`config.mk`:
```
export PLATFORM = sky130hd
export DESIGN_NAME = fixed_mac_accum
export DESIGN_NICKNAME = d
export VERILOG_FILES = /design/src/rtl/fixed_mac_accum_pkg.sv /design/src/rtl/fixed_mac_accum_mult.sv /design/src/rtl/fixed_mac_accum.sv
export SDC_FILE = /design/constraint.sdc
export NUM_CORES = 1
export LEC_CHECK = 0
export ABC_AREA = 1
export BUFFER_PORTS_ARGS = -buffer_cell sky130_fd_sc_hd__buf_2
export CAP_MARGIN = 10
export CORE_MARGIN = 5
export CORE_UTILIZATION = 41
export DETAILED_ROUTE_END_ITERATION = 16
export MAX_ROUTING_LAYER = met4
export PLACE_DENSITY = 0.67
export SYNTH_ARGS = -nofsm -noshare
export SYNTH_HDL_FRONTEND = slang
export SYNTH_SLANG_ARGS = --single-unit
```
`constraint.sdc`:
```
create_clock -name clk -period 9.6 [get_ports clk]
set_input_delay 0.96 -clock clk [delete_from_list [all_inputs] [get_ports clk]]
set_output_delay 0.96 -clock clk [all_outputs]
set_load 0.01 [all_outputs]
```
`src/rtl/fixed_mac_accum_pkg.sv`:
```
// fixed_mac_accum shared package
// Q2.13 constants, stage-1 bundle and narrowing helpers
package fixed_mac_accum_pkg;

  localparam int FRAC_W = 13;
  localparam logic signed [31:0] RND_C = 32'sd4096;
  localparam logic signed [15:0] Q_MAX = 16'sh7fff;
  localparam logic signed [15:0] Q_MIN = 16'sh8000;

  typedef struct packed {
    logic        valid;
    logic        last;
    logic [15:0] prod;
  } s1_t;

  function automatic logic signed [15:0] sat16(
    input logic signed [31:0] v
  );
    if (v > 32'sd32767)
      return Q_MAX;
    else if (v < -32'sd32768)
      return Q_MIN;
    else
      return v[15:0];
  endfunction

  function automatic logic sat_hit(
    input logic signed [31:0] v
  );
    return (v > 32'sd32767) || (v < -32'sd32768);
  endfunction

endpackage

```
`src/rtl/fixed_mac_accum_mult.sv`:
```
// fixed_mac_accum combinational Q2.13 multiply
// round half-up, shift by FRAC_W, clamp to Q2.13
module fixed_mac_accum_mult
  import fixed_mac_accum_pkg::*;
(
  input  logic [15:0] a,
  input  logic [15:0] b,
`ifdef FIXED_MAC_OVF_FLAG_EN
  output logic        ovf,
`endif
  output logic [15:0] p
);

  logic signed [31:0] full;
  logic signed [31:0] rnd;

  // full product, rounded and rescaled, then clamped
  always_comb begin
    full = 32'($signed(a)) * 32'($signed(b));
    rnd  = (full + RND_C) >>> FRAC_W;
    p    = sat16(rnd);
  end

`ifdef FIXED_MAC_OVF_FLAG_EN
  assign ovf = sat_hit(rnd);
`endif

endmodule

```
`src/rtl/fixed_mac_accum.sv`:
```
// fixed_mac_accum: two-stage saturating Q2.13 dot product
// optional sticky overflow flag: FIXED_MAC_OVF_FLAG_EN
module fixed_mac_accum
  import fixed_mac_accum_pkg::*;
#(
  parameter int ACC_W = 24
) (
  input  logic        clk,
  input  logic        rst,
  input  logic        in_valid,
  output logic        in_ready,
  input  logic [15:0] in_a,
  input  logic [15:0] in_b,
  input  logic        in_last,
  output logic        out_valid,
  input  logic        out_ready,
  output logic [15:0] out_data,
  output logic        out_ovf
);

  localparam logic [ACC_W-1:0] ACC_MAX =
    {1'b0, {(ACC_W-1){1'b1}}};
  localparam logic [ACC_W-1:0] ACC_MIN =
    {1'b1, {(ACC_W-1){1'b0}}};

  logic               en;
  logic [15:0]        prod;
  s1_t                s1;
  logic [ACC_W-1:0]   acc;
  logic [ACC_W:0]     ext;
  logic [ACC_W:0]     sum_w;
  logic               acc_sat;
  logic [ACC_W-1:0]   sum_c;
  logic signed [31:0] sum32;
  logic [15:0]        out_nxt;
  logic               s2_fire;
  logic               s2_last;

  // a held result stalls the whole pipe
  assign in_ready = !(out_valid && !out_ready);
  assign en       = in_ready;
  assign s2_fire  = en && s1.valid;
  assign s2_last  = s2_fire && s1.last;

`ifdef FIXED_MAC_OVF_FLAG_EN
  logic prod_ovf;
  logic s1_ovf;
  logic sticky;
  logic nar_sat;
  logic beat_ovf;

  fixed_mac_accum_mult u_mult (
    .a   (in_a),
    .b   (in_b),
    .ovf (prod_ovf),
    .p   (prod)
  );
`else
  fixed_mac_accum_mult u_mult (
    .a (in_a),
    .b (in_b),
    .p (prod)
  );
`endif

  // stage 1: register product with its tags
  always_ff @(posedge clk or posedge rst) begin
    if (rst) begin
      s1 <= '0;
    end else if (en) begin
      s1.valid <= in_valid;
      if (in_valid) begin
        s1.last <= in_last;
        s1.prod <= prod;
      end
    end
  end

  // stage 2: widen, add, clamp, then narrow
  always_comb begin
    ext     = {{(ACC_W+1-16){s1.prod[15]}}, s1.prod};
    sum_w   = {acc[ACC_W-1], acc} + ext;
    acc_sat = sum_w[ACC_W] ^ sum_w[ACC_W-1];
    sum_c   = sum_w[ACC_W-1:0];
    if (acc_sat)
      sum_c = sum_w[ACC_W] ? ACC_MIN : ACC_MAX;
    sum32   = 32'($signed(sum_c));
    out_nxt = sat16(sum32);
  end

  // accumulator restarts after each last beat
  always_ff @(posedge clk or posedge rst) begin
    if (rst)
      acc <= '0;
    else if (s2_fire)
      acc <= s1.last ? '0 : sum_c;
  end

  // result register; reload may overlap consume
  always_ff @(posedge clk or posedge rst) begin
    if (rst) begin
      out_valid <= 1'b0;
      out_data  <= '0;
    end else if (en) begin
      out_valid <= s2_last;
      if (s2_last)
        out_data <= out_nxt;
    end
  end

`ifdef FIXED_MAC_OVF_FLAG_EN
  assign nar_sat  = sat_hit(sum32);
  assign beat_ovf = s1_ovf | acc_sat;

  // product clamp tag travels with stage 1
  always_ff @(posedge clk or posedge rst) begin
    if (rst)
      s1_ovf <= 1'b0;
    else if (en && in_valid)
      s1_ovf <= prod_ovf;
  end

  // sticky per-vector flag, published on last
  always_ff @(posedge clk or posedge rst) begin
    if (rst) begin
      sticky  <= 1'b0;
      out_ovf <= 1'b0;
    end else if (s2_fire) begin
      if (s1.last) begin
        sticky  <= 1'b0;
        out_ovf <= sticky | beat_ovf | nar_sat;
      end else begin
        sticky  <= sticky | beat_ovf;
      end
    end
  end
`else
  assign out_ovf = 1'b0;
`endif

endmodule

```
Word level (Yosys, flattened, before mapping):

Index checks and enable logic that the tools add are counted.

* output and inout port bits: 19
* bits in latches: 0
* ROM bits: 0
* register bits: 59
* bits of input ports: 37
* logic and storage cells: 29
* bits in writable memories: 0
* memories kept: 0

* equality and inequality tests: 0
* shifts and indexed selects: 0
* div/mod/pow operators: 0
* reduce and logical (&&, ||, !) cells: 7
* bitwise operators: 2
* multipliers: 1
* multiplexer cells: 7
* add/subtract/negate cells: 2
* order comparisons: 4

Operators with widths (number)
* 24-bit 2-to-1 mux: 3
* 16-bit 2-to-1 mux: 4
* 32-bit by 14-bit adder with 32-bit output (second input constant): 1
* 16-bit by 16-bit multiplier with 32-bit output: 1
* 24-bit by 16-bit adder with 25-bit output: 1
* 24-bit by 16-bit > comparator with 1-bit output (second input constant): 1
* 24-bit by 16-bit < comparator with 1-bit output (second input constant): 1
* 19-bit by 16-bit > comparator with 1-bit output (second input constant): 1
* 19-bit by 16-bit < comparator with 1-bit output (second input constant): 1
* 2-bit AND reduction: 2
* 1-bit logical AND: 3
* 1-bit zero test: 2
* 1-bit inverter: 1
* 1-bit bitwise XOR: 1

Depth between registers and ports, before layout:

Gate-level depths: netlist of the first run.

* word-level depth: 6
* mapped depth: 31
* mapped depth without buffers: 28

By module:

A second synthesis of the first run with hierarchy kept.

* cells, all modules: 2127
* area, all modules: 15207.1 µm²

Modules (own cells, without submodules)
* fixed_mac_accum_mult: area an instance 10839.1 µm², seq. area each 0.0 µm², instances 1, cells an instance 1484
* fixed_mac_accum: area an instance 4367.9 µm², seq. area each 1476.4 µm², instances 1, cells an instance 643

Least setup slack after synthesis of the first run:

Ideal clock, no wire load.

* path kind: input -> register
* start: input port in_b[5]
* end: register s1, in the netlist ext[0]
* data arrival time: 6.585 ns
* buffers on the path: 3
* path slack: 2.938 ns
* setup time: 0.077 ns
* data required time: 9.523 ns
* cell stages on the path: 27
* cell sequence: clkbuf_1 -> clkbuf_1 -> nand2_1 -> fa_1 -> inv_1 -> fa_1 -> inv_1 -> fa_1 -> inv_1 -> fa_1 -> inv_1 -> fa_1 -> inv_1 -> fa_1 -> ha_1 -> inv_1 -> nor3_1 -> a21oi_1 -> nand2_1 -> a31oi_1 -> nand2_1 -> nand2_1 -> nand2_1 -> nand2_2 -> buf_4 -> nand2_1 -> a21oi_1

* cells in the longest elaborated chain, start to end: 5
* elaborated cells on any way between the ends: 6
* classes of those cells: add/sub: 1; mul: 1; order compare: 2; mux: 2

RTL lines
* start: declaration: RTL line fixed_mac_accum.sv:13 `input logic [15:0] in_b,`
* 16-bit by 16-bit multiplier with 32-bit output *: RTL line fixed_mac_accum_mult.sv:19 `full = 32'($signed(a)) * 32'($signed(b));`
* 32-bit by 14-bit adder with 32-bit output *: RTL line fixed_mac_accum_mult.sv:20 `rnd = (full + RND_C) >>> FRAC_W;`
* 19-bit by 16-bit < comparator with 1-bit output: RTL line fixed_mac_accum_pkg.sv:21 `else if (v < -32'sd32768)`
* 16-bit 2-to-1 mux: RTL line fixed_mac_accum_pkg.sv:21
* 16-bit 2-to-1 mux *: RTL line fixed_mac_accum_pkg.sv:19 `if (v > 32'sd32767)`
* end: declaration: RTL line fixed_mac_accum.sv:28 `s1_t s1;`

Every way passes the cells marked *; elsewhere a longest branch is shown, timed or not.
A chain may end at the register's enable or synchronous reset.

Worst setup path after layout of the first run:

* start: input port in_a[15]
* end: register s1, in the netlist ext[12]

* cells in the longest elaborated chain, start to end: 5
* elaborated cells on any way between the ends: 6
* classes of those cells: add/sub: 1; mul: 1; order compare: 2; mux: 2

RTL lines
* start: declaration: RTL line fixed_mac_accum.sv:12 `input logic [15:0] in_a,`
* 16-bit by 16-bit multiplier with 32-bit output *: RTL line fixed_mac_accum_mult.sv:19
* 32-bit by 14-bit adder with 32-bit output *: RTL line fixed_mac_accum_mult.sv:20
* 19-bit by 16-bit < comparator with 1-bit output: RTL line fixed_mac_accum_pkg.sv:21
* 16-bit 2-to-1 mux: RTL line fixed_mac_accum_pkg.sv:21
* 16-bit 2-to-1 mux *: RTL line fixed_mac_accum_pkg.sv:19

Marked as above.

==> reports/metrics.csv, run 1 <==
stage;metric;value;unit
clock_network;postcts setup bufs;0;
drt;post-route ant nets;0;
synth;number of synthesized flops with an enable pin;0;
floorplan;Starting Density;0.4140;
placement;# port buffers;54;
critical_path;Crit Path Class;in -> reg;
critical_path;crit path DAT;7.31;ns
placement;Placer Congestion;0.9648;
floorplan;Top Ports;56;
hold_path;Worst Hold Class;reg -> reg;
timing;fin. max-slew vios;0;
final_layout;most frequent cells in the layout;nand2_1, inv_1, fa_1, ha_1, nor2_1;
final_layout;diode count;0;
synth;Post-synth ARST share;1.000;
clock_network;clk_lat worst skew;0.34;ns
global_route;first-pass GRT wire length;62330;um
synth;sequential element share of the synthesized area;0.1005;
critical_path;CP Max Fanout;16;
synth;post-synthesis instance total;2017;
run;MaxCap Viol Count;0;
drt;routed wl met3;2275;um
drt;DRC;0;
global_route;initial antenna violation count;0;
timing;Clock Skews;0.005905;ns
clock_network;CTS Hold Buffers Added;0;
clock_network;Clk pin slew, worst setup/hold paths;0.06;ns
timing;setup TNS;0;ns
critical_path;Data required, critical path;9.86;ns
placement;post-DP HPWL;30060;um
drt;wire per inst;14.47;um
run_status;status;finished clean;
floorplan;Vert. Die Dim;199.3;um
synth;Syn Area/Cell;7.283;sq um
drt;vias;12140;
floorplan;Die X;199.3;um
timing;final hold vios;0;
clock_network;CTS H-tree depth;3;
global_route;GRT Total Usage;0.1991;
placement;Post-DP Area;15250;sq um
clock_network;Inserted Clock Buffers;9;
floorplan;Die Area;39720;sq um
drt;final WL;35870;um
final_layout;Final Instance Area;15570;sq um
synth;Cell variety after synth;39;
critical_path;crit path capture type;flop;
global_route;vias in the first global route;13040;
global_route;gr ovfl total;0;
synth;Syn Nets;2421;
timing;RSZ-0062 raised after global routing;no;
global_route;largest net degree at the start of global routing;60;
floorplan;row cnt;69;
critical_path;CP Launch Type;input port;
clock_network;clock sinks;59;
final_layout;Layout area overhead;5.996;%
clock_network;CTS root buf;clkbuf_16;
synth;Seq cells post-synth;59;
timing;slew at the pin closest to its max-slew limit;0.9861;ns
timing;Final setup viols;0;
synth;top_reg_cell synth;dfrtp_1;
drt;Top Metal Used;met4;
final_layout;layout cells sized above 1;0.04906;
clock_network;post-cts resize count;0;
drt;post-DR vias/cell;4.898;
clock_network;clock tree buffer depth;2;
timing;post-route clock period utilization;0.7352;
drt;DR pass1 iterations;6;
synth;Syn Std Cell Area;14690;sq um
timing;Max Fclk;141.7;MHz
final_layout;nets;2417;
drt;met2 WL;17410;um
drt;met1 wire length;15200;um
synth;yosys warns;0;
timing;relative slew slack;0.3410;
floorplan;area of the core;35480;sq um
timing;fin crit period;7.058;ns
drt;Initial DRC Count;970;
clock_network;CTS tree;yes;
final_layout;commonest non-fill, non-tap cell in the layout;nand2_1;
## cell type report
type | count | area, sq um
clock inverter | 7 | 98.84
fill | 3575 | 19910
clock buffer | 9 | 225.2
inverter | 562 | 2110
timing repair buffer | 55 | 277.8
multi-input combinational | 1326 | 10810
tap | 461 | 576.8
sequential | 59 | 1476
## through the flow
stage | instances | util | setup slack, ns | hold WS, ns
floorplan | 2017 | - | 2.938 | 0.4594
detailed placement | 2463 | 0.4297 | 2.280 | 0.4597
global route | 2479 | 0.4388 | 2.097 | 0.4964
finish | 2479 | 0.4388 | 2.542 | 0.4749
global placement | 2463 | 0.4297 | 2.177 | 0.4600
CTS | 2479 | 0.4388 | 2.608 | 0.4758
## flip-flops by register name, summed over array words and instances (netlist names)
signal / count
acc: 24
ext: 16
out_data: 16
s1: 2
out_valid: 1
## critical path, cell delays in order
cell	delay (ns)
buf_2	0.22
nand2_1	0.15
inv_1	0.09
fa_1	0.64
inv_1	0.18
fa_1	0.56
inv_1	0.05
fa_1	0.52
fa_1	0.44
fa_1	0.55
inv_1	0.05
fa_1	0.52
inv_1	0.04
ha_1	0.35
a21oi_1	0.21
inv_1	0.06
a31oi_1	0.37
o21ai_0	0.26
a21oi_1	0.26
nand3_1	0.10
nand2_1	0.13
nand3_1	0.11
nand2_2	0.24
nand2_1	0.10
a21oi_1	0.14
## Yosys cell counts, types with 4 or more instances
library cell	n	share of area
ha_1	104	0.089
xnor2_1	14	0.0083
nor3_1	5	0.0017
fa_1	263	0.36
nand3_2	5	0.0034
a32o_1	4	0.0027
nor2_1	92	0.024
nor2_2	4	0.0017
nand2_2	9	0.0038
or2_2	6	0.0026
nand4_1	14	0.0060
nand3_1	44	0.015
a21oi_1	64	0.022
o21ai_0	55	0.019
nand2_1	589	0.15
clkbuf_1	62	0.016
a31oi_1	8	0.0034
xor2_1	20	0.012
dfrtp_1	59	0.10
inv_1	559	0.14
## worst paths after layout
check / start / endpoint / slack (ns) / cells after the start
max: in_a[15] / ext[12] / 2.54 / 25
min: out_data[5] / out_data[5] / 0.47 / 2
max reg2reg: ext[15] / out_data[3] / 4.59 / 21
min reg2reg: out_data[5] / out_data[5] / 0.47 / 2
max in group asynchronous: rst / acc[21] / 8.26 / 3
min in group asynchronous: rst / out_data[4] / 0.82 / 3
## layer usage
layer	GRT usage	vias up
met5	-	-
met4	0.05370	0
met3	0.02816	82
met2	0.3317	383
met1	0.2566	5866
li1	-	5811
## cell families after synthesis
kind of cell | after synthesis | share of synthesized area
other cells | 1 | 0.0002553
simple gates | 776 | 0.2122
compound gates | 148 | 0.05596
buf+inv | 632 | 0.1639
fa+ha+maj | 367 | 0.4470
xor+xnor | 34 | 0.02027
flops | 59 | 0.1005
Power of run 1 is not shown: default switching activity piles up to over one toggle a cycle in this logic, so the estimate is an artifact.
==> inputs of run 2 (changes only) <==
- clock period: 9.6 -> 6.5 ns (I/O delays scaled with it)
==> run 2 against run 1 <==
Against the previous run: critical path depth fell by 1; die area did not move; sequential share of layout area fell by 0.31 points; core utilization rose by 1.5 points; setup slack got worse by 2.3 ns; count of clock-buffer cells in the layout rose by 3; final area rose by 3.4%; non-clock buffer count rose by 54; global-route usage fell by 0.057 points; first-iteration DRC count fell by 26%; worst hold slack got worse by 0.0059 ns; register-to-register slack got worse by 3.0 ns; highest routed layer unchanged.
==> reports/metrics.csv, run 2 (synthesis results as in run 1) <==
stage;metric;value;unit;change
hold_path;Hold Startpoint;out_data[14];;was out_data[5]
hold_path;Worst Hold Class;reg -> reg;;unchanged
clock_network;clk_lat worst skew;0.33;ns;was 0.34 ns
placement;post-DP HPWL;31300;um;was 30,060 um
timing;WHS;0.4690;ns;was 0.4749 ns
timing;relative slew slack;0.3964;;was 0.3410
clock_network;clock tree buffer depth;2;;unchanged
global_route;initial antenna violation count;1;;was 0
floorplan;area of the core;35480;sq um;unchanged
timing;Clock Skews;0.005210;ns;was 0.005905 ns
timing;post-route clock period utilization;0.9560;;
critical_path;crit path capture type;flop;;unchanged
drt;vias;12340;;was 12,140
placement;# port buffers;54;;unchanged
global_route;largest net degree at the start of global routing;60;;unchanged
clock_network;Clk pin slew, worst setup/hold paths;0.05;ns;was 0.06 ns
floorplan;Die X;199.3;um;unchanged
final_layout;max reg flops;24;;unchanged
global_route;GRT Total Usage;0.1985;;was 0.1991
final_layout;commonest non-fill, non-tap cell in the layout;nand2_1;;unchanged
drt;post-DR vias/cell;4.863;;was 4.898
floorplan;Vert. Die Dim;199.3;um;unchanged
final_layout;nets;2474;;was 2,417
critical_path;Crit Path Class;in -> reg;;unchanged
critical_path;R2R setup slack;1.64;ns;was 4.59 ns
critical_path;CP Max Fanout;8;;was 16
drt;Initial DRC Count;721;;was 970
final_layout;most frequent cells in the layout;nand2_1, inv_1, fa_1, ha_1, nor2_1;;unchanged
final_layout;final core utilization;0.4536;;was 0.4388
placement;Placer Congestion;0.9856;;was 0.9648
clock_network;clock sinks;59;;unchanged
run;MaxCap Viol Count;0;;unchanged
timing;fin crit period;6.214;ns;
hold_path;hold depth;2;;unchanged
critical_path;Data required, critical path;6.71;ns;was 9.86 ns
critical_path;R2R Path End;out_data[8];;was out_data[3]
placement;Post-DP Area;15640;sq um;was 15,250 sq um
drt;final WL;36210;um;was 35,870 um
final_layout;Layout area overhead;9.556;%;was 5.996%
run_status;status;finished clean;;unchanged
critical_path;reg2reg path depth;21;;unchanged
critical_path;crit path DAT;6.43;ns;was 7.31 ns
critical_path;CP Launch Type;input port;;unchanged
final_layout;Final Instance Area;16090;sq um;was 15,570 sq um
clock_network;CTS tree;yes;;unchanged
drt;DR pass1 iterations;5;;was 6
global_route;first-pass GRT wire length;62750;um;was 62,330 um
drt;post-route ant nets;0;;unchanged
critical_path;worst r2r src;ext[15];;unchanged
timing;RSZ-0062 raised after global routing;yes;;was no
placement;Placed Cells;2515;;was 2,463
hold_path;WHS Endpoint;out_data[14];;was out_data[5]
floorplan;row cnt;69;;unchanged
timing;slew at the pin closest to its max-slew limit;0.9032;ns;was 0.9861 ns
timing;fin. max-slew vios;0;;unchanged
clock_network;Inserted Clock Buffers;9;;unchanged
drt;DRC;0;;unchanged
final_layout;non-filler instance count after layout;2537;;was 2,479
floorplan;Top Ports;56;;unchanged
drt;wire per inst;14.27;um;was 14.47 um
critical_path;crit path from;in_b[15];;was in_a[15]
global_route;vias in the first global route;13080;;was 13,040
floorplan;Starting Density;0.4140;;unchanged
global_route;gr ovfl total;0;;unchanged
timing;Final setup viols;0;;unchanged
timing;final hold vios;0;;unchanged
timing;Max Fclk;160.9;MHz;
final_layout;layout cells sized above 1;0.08337;;was 0.04906
clock_network;CTS root buf;clkbuf_16;;unchanged
clock_network;CTS H-tree depth;3;;unchanged
floorplan;Die Area;39720;sq um;unchanged
final_layout;Top reg by flops;acc;;unchanged
-- run 2: layout make-up --
cell class / count / area, sq um
fillers: 3532 / 19390
multi-input cells: 1328 / 10910
inverters: 562 / 2113
flip-flops and latches: 59 / 1476
repair buffers: 109 / 685.7
well taps: 461 / 576.8
clock buffers: 12 / 256.5
clock inverters: 4 / 72.57
repair inverters: 1 / 5.005
diodes: 1 / 2.502
-- run 2: how the worst max path moves through the flow --
stage | slack (ns) | cells after the start | end
global route | -0.03 | 25 | ext[0]
CTS | 0.08 | 25 | ext[0]
floorplan | 0.15 | 27 | ext[3]
finish | 0.29 | 24 | ext[0]
global placement | -0.17 | 26 | ext[10]
detailed placement | -0.25 | 25 | ext[0]
-- run 2: through the flow --
stage | setup slack (ns) | setup TNS (ns)
after floorplan | 0.1480 | 0
after global routing | -0.03485 | -0.1586
final | 0.2862 | 0
after CTS | 0.07797 | 0
after detailed placement | -0.2453 | -3.249
after global placement | -0.1698 | -2.496
-- run 2: layer usage --
layer	share of wire	vias to the layer above	GRT usage	wire, um
met5	0	-	-	0
met4	0.030	0	0.05066	1076
met3	0.046	70	0.02226	1680
met2	0.49	287	0.3342	17560
met1	0.44	6040	0.2578	15890
li1	-	5941	-	-
-- run 2: repair_timing --
item | in CTS | in global routing
setup endpoints to repair | 0 | 15
gates resized for setup | 0 | 27
hold buffers | 0 | 0
setup buffers | 0 | 2
-- run 2: worst max-delay path, cell delays in order --
cell	delay, ns
buf_2	0.15
clkinvlp_4	0.18
or2_2	0.33
fa_1	0.51
fa_1	0.54
inv_1	0.05
fa_1	0.55
fa_1	0.46
fa_1	0.56
inv_1	0.06
fa_1	0.53
inv_1	0.04
ha_1	0.36
a21o_1	0.22
a31oi_2	0.19
o21ai_0	0.12
a21oi_1	0.20
nand2_1	0.07
nand2_1	0.06
nand2_1	0.13
nor2_2	0.14
nand2_2	0.11
nand2_4	0.13
a21oi_1	0.09
Power of run 2 is left out for the same reason.
